--- config.mk ---
export PLATFORM = sky130hd
export DESIGN_NAME = hazard_ctrl_flat
export DESIGN_NICKNAME = d
export VERILOG_FILES = /design/src/rtl/hazard_ctrl_if.sv /design/src/rtl/hazard_ctrl.sv /design/src/flat_wrapper.sv
export SDC_FILE = /design/constraint.sdc
export NUM_CORES = 1
export LEC_CHECK = 0
export ABC_AREA = 1
export CAP_MARGIN = 20
export CORE_UTILIZATION = 35
export CTS_BUF_LIST = sky130_fd_sc_hd__clkbuf_8
export CTS_CLUSTER_SIZE = 16
export DETAILED_ROUTE_END_ITERATION = 16
export GPL_TIMING_DRIVEN = 0
export PLACE_DENSITY = 0.78
export SLEW_MARGIN = 20
export SYNTH_ARGS = -nofsm -noshare
export SYNTH_HDL_FRONTEND = slang
export SYNTH_SLANG_ARGS = --single-unit
--- constraint.sdc ---
create_clock -name clk -period 1.7 [get_ports clk]
set_input_delay 0.34 -clock clk [delete_from_list [all_inputs] [get_ports clk]]
set_output_delay 0.34 -clock clk [all_outputs]
set_load 0.01 [all_outputs]
--- src/rtl/hazard_ctrl_if.sv ---
// Bundle between the ID/EX-side decode fields and the hazard controller's
// pipeline-register controls. The master drives the observed fields; the slave (hazard_ctrl) drives the controls.
interface hazard_ctrl_if;
  logic [4:0] id_rs;
  logic [4:0] id_rt;
  logic       id_uses_rt;
  logic       ex_mem_read;
  logic [4:0] ex_rt;
  logic       ex_branch_taken;
  logic       ex_mul_start;

  logic       pc_write;
  logic       ifid_write;
  logic       ifid_flush;
  logic       idex_write;
  logic       idex_bubble;
  logic       exmem_bubble;
  logic       mul_done;
  logic       busy;
  logic [1:0] state;

  modport master (
    output id_rs, id_rt, id_uses_rt, ex_mem_read, ex_rt, ex_branch_taken, ex_mul_start,
    input  pc_write, ifid_write, ifid_flush, idex_write, idex_bubble, exmem_bubble,
           mul_done, busy, state
  );

  modport slave (
    input  id_rs, id_rt, id_uses_rt, ex_mem_read, ex_rt, ex_branch_taken, ex_mul_start,
    output pc_write, ifid_write, ifid_flush, idex_write, idex_bubble, exmem_bubble,
           mul_done, busy, state
  );
endinterface

--- src/rtl/hazard_ctrl.sv ---
// Five-stage pipeline hazard controller: load-use stall, taken-branch flush, multi-cycle multiply freeze.
// Optional HAZARD_PERF_EN adds saturating stall_cycles / flush_count counters.
module hazard_ctrl #(
  parameter int MUL_LAT = 4
) (
  input  logic         clk,
  input  logic         rst_n,
`ifdef HAZARD_PERF_EN
  output logic [15:0]  stall_cycles,
  output logic [15:0]  flush_count,
`endif
  hazard_ctrl_if.slave bus
);

  localparam logic [1:0] RUN      = 2'd0;
  localparam logic [1:0] MUL_WAIT = 2'd1;
  localparam logic [1:0] MUL_DONE = 2'd2;
  localparam logic [3:0] CNT_INIT = 4'(MUL_LAT - 1);

  logic [1:0] r_state;
  logic [3:0] r_cnt;
  logic       w_lu;

  assign w_lu = bus.ex_mem_read && (bus.ex_rt != 5'd0) &&
                ((bus.ex_rt == bus.id_rs) || (bus.id_uses_rt && (bus.ex_rt == bus.id_rt)));

  always_comb begin
    bus.pc_write     = 1'b1;
    bus.ifid_write   = 1'b1;
    bus.ifid_flush   = 1'b0;
    bus.idex_write   = 1'b1;
    bus.idex_bubble  = 1'b0;
    bus.exmem_bubble = 1'b0;
    bus.mul_done     = 1'b0;
    bus.busy         = (r_state != RUN);
    if (!rst_n) begin
      // Keep the pipeline flushed and stationary until reset lifts.
      bus.pc_write    = 1'b0;
      bus.ifid_write  = 1'b0;
      bus.idex_write  = 1'b0;
      bus.ifid_flush  = 1'b1;
      bus.idex_bubble = 1'b1;
      bus.busy        = 1'b0;
    end else begin
      case (r_state)
        RUN: begin
          if (bus.ex_branch_taken) begin
            bus.ifid_flush  = 1'b1;
            bus.idex_bubble = 1'b1;
          end else if (bus.ex_mul_start) begin
            bus.pc_write     = 1'b0;
            bus.ifid_write   = 1'b0;
            bus.idex_write   = 1'b0;
            bus.exmem_bubble = 1'b1;
          end else if (w_lu) begin
            bus.pc_write    = 1'b0;
            bus.ifid_write  = 1'b0;
            bus.idex_bubble = 1'b1;
          end
        end
        MUL_WAIT: begin
          bus.pc_write     = 1'b0;
          bus.ifid_write   = 1'b0;
          bus.idex_write   = 1'b0;
          bus.exmem_bubble = 1'b1;
        end
        MUL_DONE: begin
          bus.mul_done = 1'b1;
          if (bus.ex_branch_taken) begin
            bus.ifid_flush  = 1'b1;
            bus.idex_bubble = 1'b1;
          end else if (w_lu) begin
            bus.pc_write    = 1'b0;
            bus.ifid_write  = 1'b0;
            bus.idex_bubble = 1'b1;
          end
        end
        default: ;
      endcase
    end
  end

  assign bus.state = r_state;

  always_ff @(posedge clk) begin
    if (!rst_n) begin
      r_state <= RUN;
      r_cnt   <= 4'd0;
    end else begin
      case (r_state)
        RUN: begin
          if (!bus.ex_branch_taken && bus.ex_mul_start) begin
            r_state <= MUL_WAIT;
            r_cnt   <= CNT_INIT;
          end
        end
        MUL_WAIT: begin
          r_cnt <= r_cnt - 4'd1;
          if (r_cnt == 4'd1) r_state <= MUL_DONE;
        end
        MUL_DONE: r_state <= RUN;
        default:  r_state <= RUN;
      endcase
    end
  end

`ifdef HAZARD_PERF_EN
  logic [15:0] r_stall_cycles;
  logic [15:0] r_flush_count;

  always_ff @(posedge clk) begin
    if (!rst_n) begin
      r_stall_cycles <= 16'd0;
      r_flush_count  <= 16'd0;
    end else begin
      if (!bus.pc_write && (r_stall_cycles != 16'hFFFF)) r_stall_cycles <= r_stall_cycles + 16'd1;
      if (bus.ifid_flush && (r_flush_count != 16'hFFFF)) r_flush_count <= r_flush_count + 16'd1;
    end
  end

  assign stall_cycles = r_stall_cycles;
  assign flush_count  = r_flush_count;
`endif

endmodule

--- src/flat_wrapper.sv ---
// flat-port wrapper written by rule: the top's interface ports become plain ports
module hazard_ctrl_flat 
#(
  parameter int MUL_LAT = 4
)
  (clk, rst_n, bus_id_rs, bus_id_rt, bus_id_uses_rt, bus_ex_mem_read, bus_ex_rt, bus_ex_branch_taken, bus_ex_mul_start, bus_pc_write, bus_ifid_write, bus_ifid_flush, bus_idex_write, bus_idex_bubble, bus_exmem_bubble, bus_mul_done, bus_busy, bus_state);
  hazard_ctrl_if bus_i ();
  input  logic clk;
  input  logic rst_n;
  input wire logic [$bits(bus_i.id_rs)-1:0] bus_id_rs;
  input wire logic [$bits(bus_i.id_rt)-1:0] bus_id_rt;
  input wire logic [$bits(bus_i.id_uses_rt)-1:0] bus_id_uses_rt;
  input wire logic [$bits(bus_i.ex_mem_read)-1:0] bus_ex_mem_read;
  input wire logic [$bits(bus_i.ex_rt)-1:0] bus_ex_rt;
  input wire logic [$bits(bus_i.ex_branch_taken)-1:0] bus_ex_branch_taken;
  input wire logic [$bits(bus_i.ex_mul_start)-1:0] bus_ex_mul_start;
  output wire logic [$bits(bus_i.pc_write)-1:0] bus_pc_write;
  output wire logic [$bits(bus_i.ifid_write)-1:0] bus_ifid_write;
  output wire logic [$bits(bus_i.ifid_flush)-1:0] bus_ifid_flush;
  output wire logic [$bits(bus_i.idex_write)-1:0] bus_idex_write;
  output wire logic [$bits(bus_i.idex_bubble)-1:0] bus_idex_bubble;
  output wire logic [$bits(bus_i.exmem_bubble)-1:0] bus_exmem_bubble;
  output wire logic [$bits(bus_i.mul_done)-1:0] bus_mul_done;
  output wire logic [$bits(bus_i.busy)-1:0] bus_busy;
  output wire logic [$bits(bus_i.state)-1:0] bus_state;
  assign bus_i.id_rs = bus_id_rs;
  assign bus_i.id_rt = bus_id_rt;
  assign bus_i.id_uses_rt = bus_id_uses_rt;
  assign bus_i.ex_mem_read = bus_ex_mem_read;
  assign bus_i.ex_rt = bus_ex_rt;
  assign bus_i.ex_branch_taken = bus_ex_branch_taken;
  assign bus_i.ex_mul_start = bus_ex_mul_start;
  assign bus_pc_write = bus_i.pc_write;
  assign bus_ifid_write = bus_i.ifid_write;
  assign bus_ifid_flush = bus_i.ifid_flush;
  assign bus_idex_write = bus_i.idex_write;
  assign bus_idex_bubble = bus_i.idex_bubble;
  assign bus_exmem_bubble = bus_i.exmem_bubble;
  assign bus_mul_done = bus_i.mul_done;
  assign bus_busy = bus_i.busy;
  assign bus_state = bus_i.state;
  hazard_ctrl #(.MUL_LAT(MUL_LAT)) u_core (.clk(clk), .rst_n(rst_n), .bus(bus_i));
endmodule
[Word level (Yosys, flattened, before mapping)]
Cells that the tools add are included.
Word-level totals
  register bits after elaboration: 6
  input port bits: 21
  output and inout port bits: 10
  word-level logic and storage cells: 54
Cells by class
  $add $sub $neg: 1
  eq/ne operators: 7
  mux-type cells: 31
  reduce and logical (&&, ||, !) cells: 13
Operators with widths (number)
  two-way mux 1 bit: 22
  equality test 5 bit: 2
  case mux 4 bit (2 select lines): 1
  case mux 1 bit (2 select lines): 3
  nonzero test 5 bit: 1
  equality test 4 x 1 -> 1 bit (second input constant): 1
  logical AND 1 bit: 4
  two-way mux 2 bit: 2
  two-way mux 4 bit: 1
  inequality test 2 x 1 -> 1 bit (second input constant): 2
  case mux 2 bit (2 select lines): 1
  AND reduction 2 bit: 2
  nonzero test 2 bit: 2
  subtractor 4 x 1 -> 4 bit (second input constant): 1
  case mux 1 bit (3 select lines): 1
  equality test 2 x 1 -> 1 bit (second input constant): 1
  equality test 2 bit (second input constant): 1
  logical NOT 2 bit: 1
  OR reduction 2 bit: 1
  logical NOT 1 bit: 1
  logical OR 1 bit: 1

[Logic depth before layout (Yosys ltp)]
  word-level depth: 9
  depth in mapped cells: 10
  gate-level depth less buffers: 9

[Least setup slack after synthesis]
OpenSTA, ideal clock, no wires.
  path type: in2out
  start point: in bus_ex_rt[3]
  end point: out bus_pc_write
  data arrival time: 1198 ps
  data required time: 1360 ps
  path slack: 162 ps
  cell stages on the path: 8
  buffers on the path: 1
  path through: inv_1 -> nand4_1 -> o21ai_0 -> inv_1 -> nand2_1 -> nand2_1 -> a21oi_1 -> buf_4
Between the ends
  longest elaborated chain between the ends: 9
  elaborated cells between the ends (all ways): 13
  those cells by class: 2 x eq/ne; 6 x mux; 5 x reduce/logical
RTL lines
  from (decl): RTL line flat_wrapper.sv:14  | input wire logic [$bits(bus_i.ex_rt)-1:0] bus_ex_rt;
  equality test 5 bit: RTL line hazard_ctrl.sv:25  | ((bus.ex_rt == bus.id_rs) || (bus.id_uses_rt && (bus.ex_rt == bus.id_rt)));
  logical AND 1 bit: RTL line hazard_ctrl.sv:25
  logical OR 1 bit: RTL line hazard_ctrl.sv:25
  logical AND 1 bit (*): RTL line hazard_ctrl.sv:24  | assign w_lu = bus.ex_mem_read && (bus.ex_rt != 5'd0) &&
  two-way mux 1 bit (*)
  two-way mux 1 bit (2 in series)
  case mux 1 bit (3 select lines) (*)
  two-way mux 1 bit (*)
  to (decl): RTL line flat_wrapper.sv:17  | output wire logic [$bits(bus_i.pc_write)-1:0] bus_pc_write;
Every way passes the cells marked *; elsewhere a longest branch is shown, timed or not.

[Worst setup path after layout]
  start point: reg u_core.r_state[0], in the netlist u_core.bus.state[0]
  end point: out bus_idex_write
Between the ends
  longest elaborated chain between the ends: 3
  elaborated cells between the ends (all ways): 4
  those cells by class: 1 x eq/ne; 2 x mux; 1 x reduce/logical
RTL lines
  from (decl): RTL line hazard_ctrl.sv:20  | logic [1:0] r_state;
  from (signal assigned): RTL line hazard_ctrl.sv:87  | r_state <= RUN;
  from (signal assigned): RTL line hazard_ctrl.sv:93  | r_state <= MUL_WAIT;
  from (signal assigned): RTL line hazard_ctrl.sv:99  | if (r_cnt == 4'd1) r_state <= MUL_DONE;
  equality test 2 x 1 -> 1 bit / logical NOT 2 bit (equally long branches): RTL line hazard_ctrl.sv:45  | case (r_state)
  case mux 1 bit (2 select lines) (*): RTL line hazard_ctrl.sv:45
  two-way mux 1 bit (*): RTL line hazard_ctrl.sv:36  | if (!rst_n) begin
  to (decl): RTL line flat_wrapper.sv:20  | output wire logic [$bits(bus_i.idex_write)-1:0] bus_idex_write;
Marked as above.

==> impl_metrics.py <==
metrics = {
    "run_status": {
        "outcome": "finished clean",
    },
    "clocking": {
        "max-clock-path-buffers": 2,
        "number_of_clock_buffers_inserted_by_tritoncts": 3,
        "cts.reportedPaths.clkPinSlew_ps": 40,
        "cts_root_buf": "sky130_fd_sc_hd__clkbuf_8",
        "clock_tree_from_tritoncts": "yes",
        "cts_sinks": 6,
        "cts_hold_buf": 0,
        "cts_htree_levels": 1,
        "insertion_delay_ps": 220,
    },
    "timing": {
        "post_route_minimum_period_ps": 1624,
        "rsz0062_at_grt": "true",
        "fmax_mhz": 615.7,
        "clock_skew_ps": 0.7814,
        "timing.final.hold_violations": 0,
        "worst_max_slew_pin_slew_ps": 170.3,
        "slew_headroom_pct": 88.53,
        "timing.final.crit_share_pct": 95.54,
        "setup_viol_count_final": 0,
        "finalMaxSlewViolations": 0,
    },
    "routing": {
        "drtPass1Iterations": 4,
        "viasPerCell": 4.522,
        "drt-met1-wl_um": 696,
        "route.vias.total": 710,
        "drc_errors": 0,
        "drt-total-wl_mm": 1.431,
        "met2_wirelength_um": 655,
        "detailed_route_iter0_violations": 12,
        "routed-wl-met3_um": 57,
        "residual_antenna_violating_net_count_after_detailed_routing": 0,
        "detail_route.wl_per_cell_um": 9.115,
        "highest_layer": "met4",
    },
    "pwr": {
        "intPower_uw": 596.1,
        "leakage_nw": 0.5476,
        "power_share_of_the_clock_group_pct": 21.3,
        "sequentialPowerShare_pct": 24.4,
        "power.net_switching_uw": 386.8,
        "power_switching_share_pct": 39.35,
        "powerDensity_nw_per_um2": 1069,
        "share_comb_of_total_power_pct": 54.2,
        "vdd_drop_max_uv": 499.8,
    },
    "critical_path": {
        "startpoint_type": "flop",
        "reg2reg_depth": 8,
        "cpMaxStageDelayCell": "sky130_fd_sc_hd__dfxtp_4",
        "maximum_fanout_along_the_worst_path": 5,
        "maximum_cell_stage_delay_along_the_critical_path_ps": 360,
        "critical_path.cell_chain": "inv_4 > nor2_4 > a31oi_4 > nand2_2 > inv_1 > dlygate4sd2_1",
        "crit_arrival_ps": 1280,
        "r2r_end": "u_core.r_cnt[0]",
        "startpoint_to_endpoint_class_of_the_critical_path": "flop to output port",
        "required_ps": 1360,
        "endpoint_kind": "output port",
        "ff2ff_setup_slack_ps": 460,
        "critical_path.reg2reg.startpoint": "u_core.bus.state[0]",
    },
    "logic_synthesis": {
        "asyncSetResetFlopFracSynth_pct": 0,
        "synthesis.instances": 106,
        "seq_area_frac_synth_pct": 20.78,
        "avgSynthCellArea_um2": 5.453,
        "synth_top_flop_cell": "sky130_fd_sc_hd__dfxtp_1",
        "synthesis.yosys.warnings": 0,
        "synth_nets": 129,
        "synth-seq-cells": 6,
        "synth_enable_flop_cells": 0,
        "synthDistinctLibCells": 19,
        "synth.cell_area_um2": 578.1,
    },
    "floorplanning": {
        "initial_utilization_pct": 37.93,
        "chipWidth_um": 42.64,
        "num_rows": 14,
        "die_height_um": 42.64,
        "core_area_um2": 1524,
        "design.die.area_um2": 1818,
        "ports_placed_on_the_boundary": 31,
    },
    "min_path": {
        "hold_path.startpoint": "u_core.r_cnt[3]",
        "worst_hold_path.endpoint": "u_core.r_cnt[3]",
        "hp-class": "flop to flop",
        "timing.hold.worst_path_depth": 2,
    },
    "placed_design": {
        "port_buffers": 30,
        "total_cell_area_at_the_placement_stage_um2": 898.4,
        "placed_cells_incl_taps": 152,
        "gp_routability_congestion": 0.8218,
        "hpwl_mm": 1.117,
    },
    "global_route": {
        "grt_start_max_net_pins": 7,
        "grtUsageTotal_pct": 18.68,
        "number_of_antenna_violations_at_the_first_check_in_global_routing": 0,
        "grt_pass1_wl_mm": 2.566,
        "globalRouteOverflowTotal": 0,
        "first_global_vias": 638,
    },
    "layout": {
        "area_growth_syn_to_layout_pct": 59.09,
        "antenna_cells": 0,
        "layout.filler_cells": 154,
        "layout-drive-gt1-share_pct": 33.33,
        "finalNetCount": 166,
        "postLayoutCellArea_um2": 919.6,
        "layout.cells.most_common": "sky130_fd_sc_hd__nand2_1",
        "number_of_non_filler_instances_in_the_completed_layout": 157,
        "layout_common_cells": "31 x sky130_fd_sc_hd__nand2_1, 19 x sky130_fd_sc_hd__inv_1, 9 x sky130_fd_sc_hd__clkbuf_2",
    },
    "job": {
        "cap_violations": 0,
    },
}
state kept, by name, summed over array words and instances (netlist names):
register and cells:
u_core.bus.state 2, u_core.r_cnt 4
logic make-up after synthesis:
logic type	after synthesis	synth area share (%)
compound gates	13	14.07
simple gates	56	39.61
xor+xnor	2	3.031
flops	6	20.78
buf+inv	27	18.18
fa+ha+maj	2	4.328
stage by stage:
step	TNS [ps]	hold WS, ps	worst slack (ps)	util (%)	total power, mW
finish	0	501.8	75.79	60.34	0.9829
global route	-3.647	532.2	-3.647	60.34	1.072
CTS	-21.33	494.0	-21.33	61.00	0.9625
detailed placement	-4092	492.4	-783.3	58.95	0.7304
global placement	-3996	487.7	-755.0	58.95	0.7192
floorplan	0	464.3	161.6	-	0.5262
worst max-delay path, delay by kind of cell (launching register included):
family	cells	cell delay [ps]
AO/OA/AOI/OAI	1	160
buffers and inverters	3	390
AND/OR/NAND/NOR	2	150
flip-flops	1	360
synth_stat cells, types with 2 or more instances:
library cell | instances | area (um^2)
sky130_fd_sc_hd__a21oi_1 | 4 | 20.02
sky130_fd_sc_hd__dfxtp_1 | 6 | 120.1
sky130_fd_sc_hd__ha_1 | 2 | 25.02
sky130_fd_sc_hd__inv_1 | 24 | 90.09
sky130_fd_sc_hd__inv_2 | 2 | 7.510
sky130_fd_sc_hd__nand2_1 | 37 | 138.9
sky130_fd_sc_hd__nand3_1 | 5 | 25.02
sky130_fd_sc_hd__nor2_1 | 11 | 41.29
sky130_fd_sc_hd__o21ai_0 | 5 | 25.02
power by group through the flow:
stage / logic (mW) / registers (mW) / clock network (mW)
global route: 0.603 / 0.245 / 0.224
CTS: 0.516 / 0.232 / 0.214
floorplan: 0.300 / 0.226 / 0
detailed placement: 0.504 / 0.226 / 0
finish: 0.533 / 0.240 / 0.210
global placement: 0.496 / 0.223 / 0
layer usage:
metal / track usage [%] / vias to the layer above
met1: 23.76 / 300
met2: 29.09 / 20
met4: 9.375 / 0
met5: 0 / -
met3: 4.310 / 2
li1: - / 388
worst max path at each step:
stage | slack (ps) | startpoint | endpoint | cells after the start
2_1_floorplan | 160 | bus_ex_rt[3] | bus_pc_write | 8
3_3_place_gp | -750 | bus_ex_rt[3] | bus_pc_write | 10
3_5_place_dp | -780 | bus_ex_rt[3] | bus_pc_write | 10
4_1_cts | -20 | u_core.bus.state[0] | bus_exmem_bubble | 5
5_1_grt | -4 | bus_ex_rt[3] | bus_ifid_write | 9
6_report | 80 | u_core.bus.state[0] | bus_idex_write | 6
cell type report:
cell class                      count  area (um^2)  share of cell area [%]
Clock buffer                        3        41.29                   4.490
Inverter                           26        100.1                   10.88
Multi-Input combinational cell     73        392.9                   42.72
Sequential cell                     6        125.1                   13.61
Tap cell                           16        20.02                   2.177
Timing Repair Buffer               33        240.2                   26.12
repair_timing:
action                                  in CTS  in global routing
resized for setup                           71                 30
endpoints found under the setup margin       8                  6
pin swaps                                   19                 19
setup buffers                                3                  0
No activity file was read; power rests on OpenSTA's default activity.
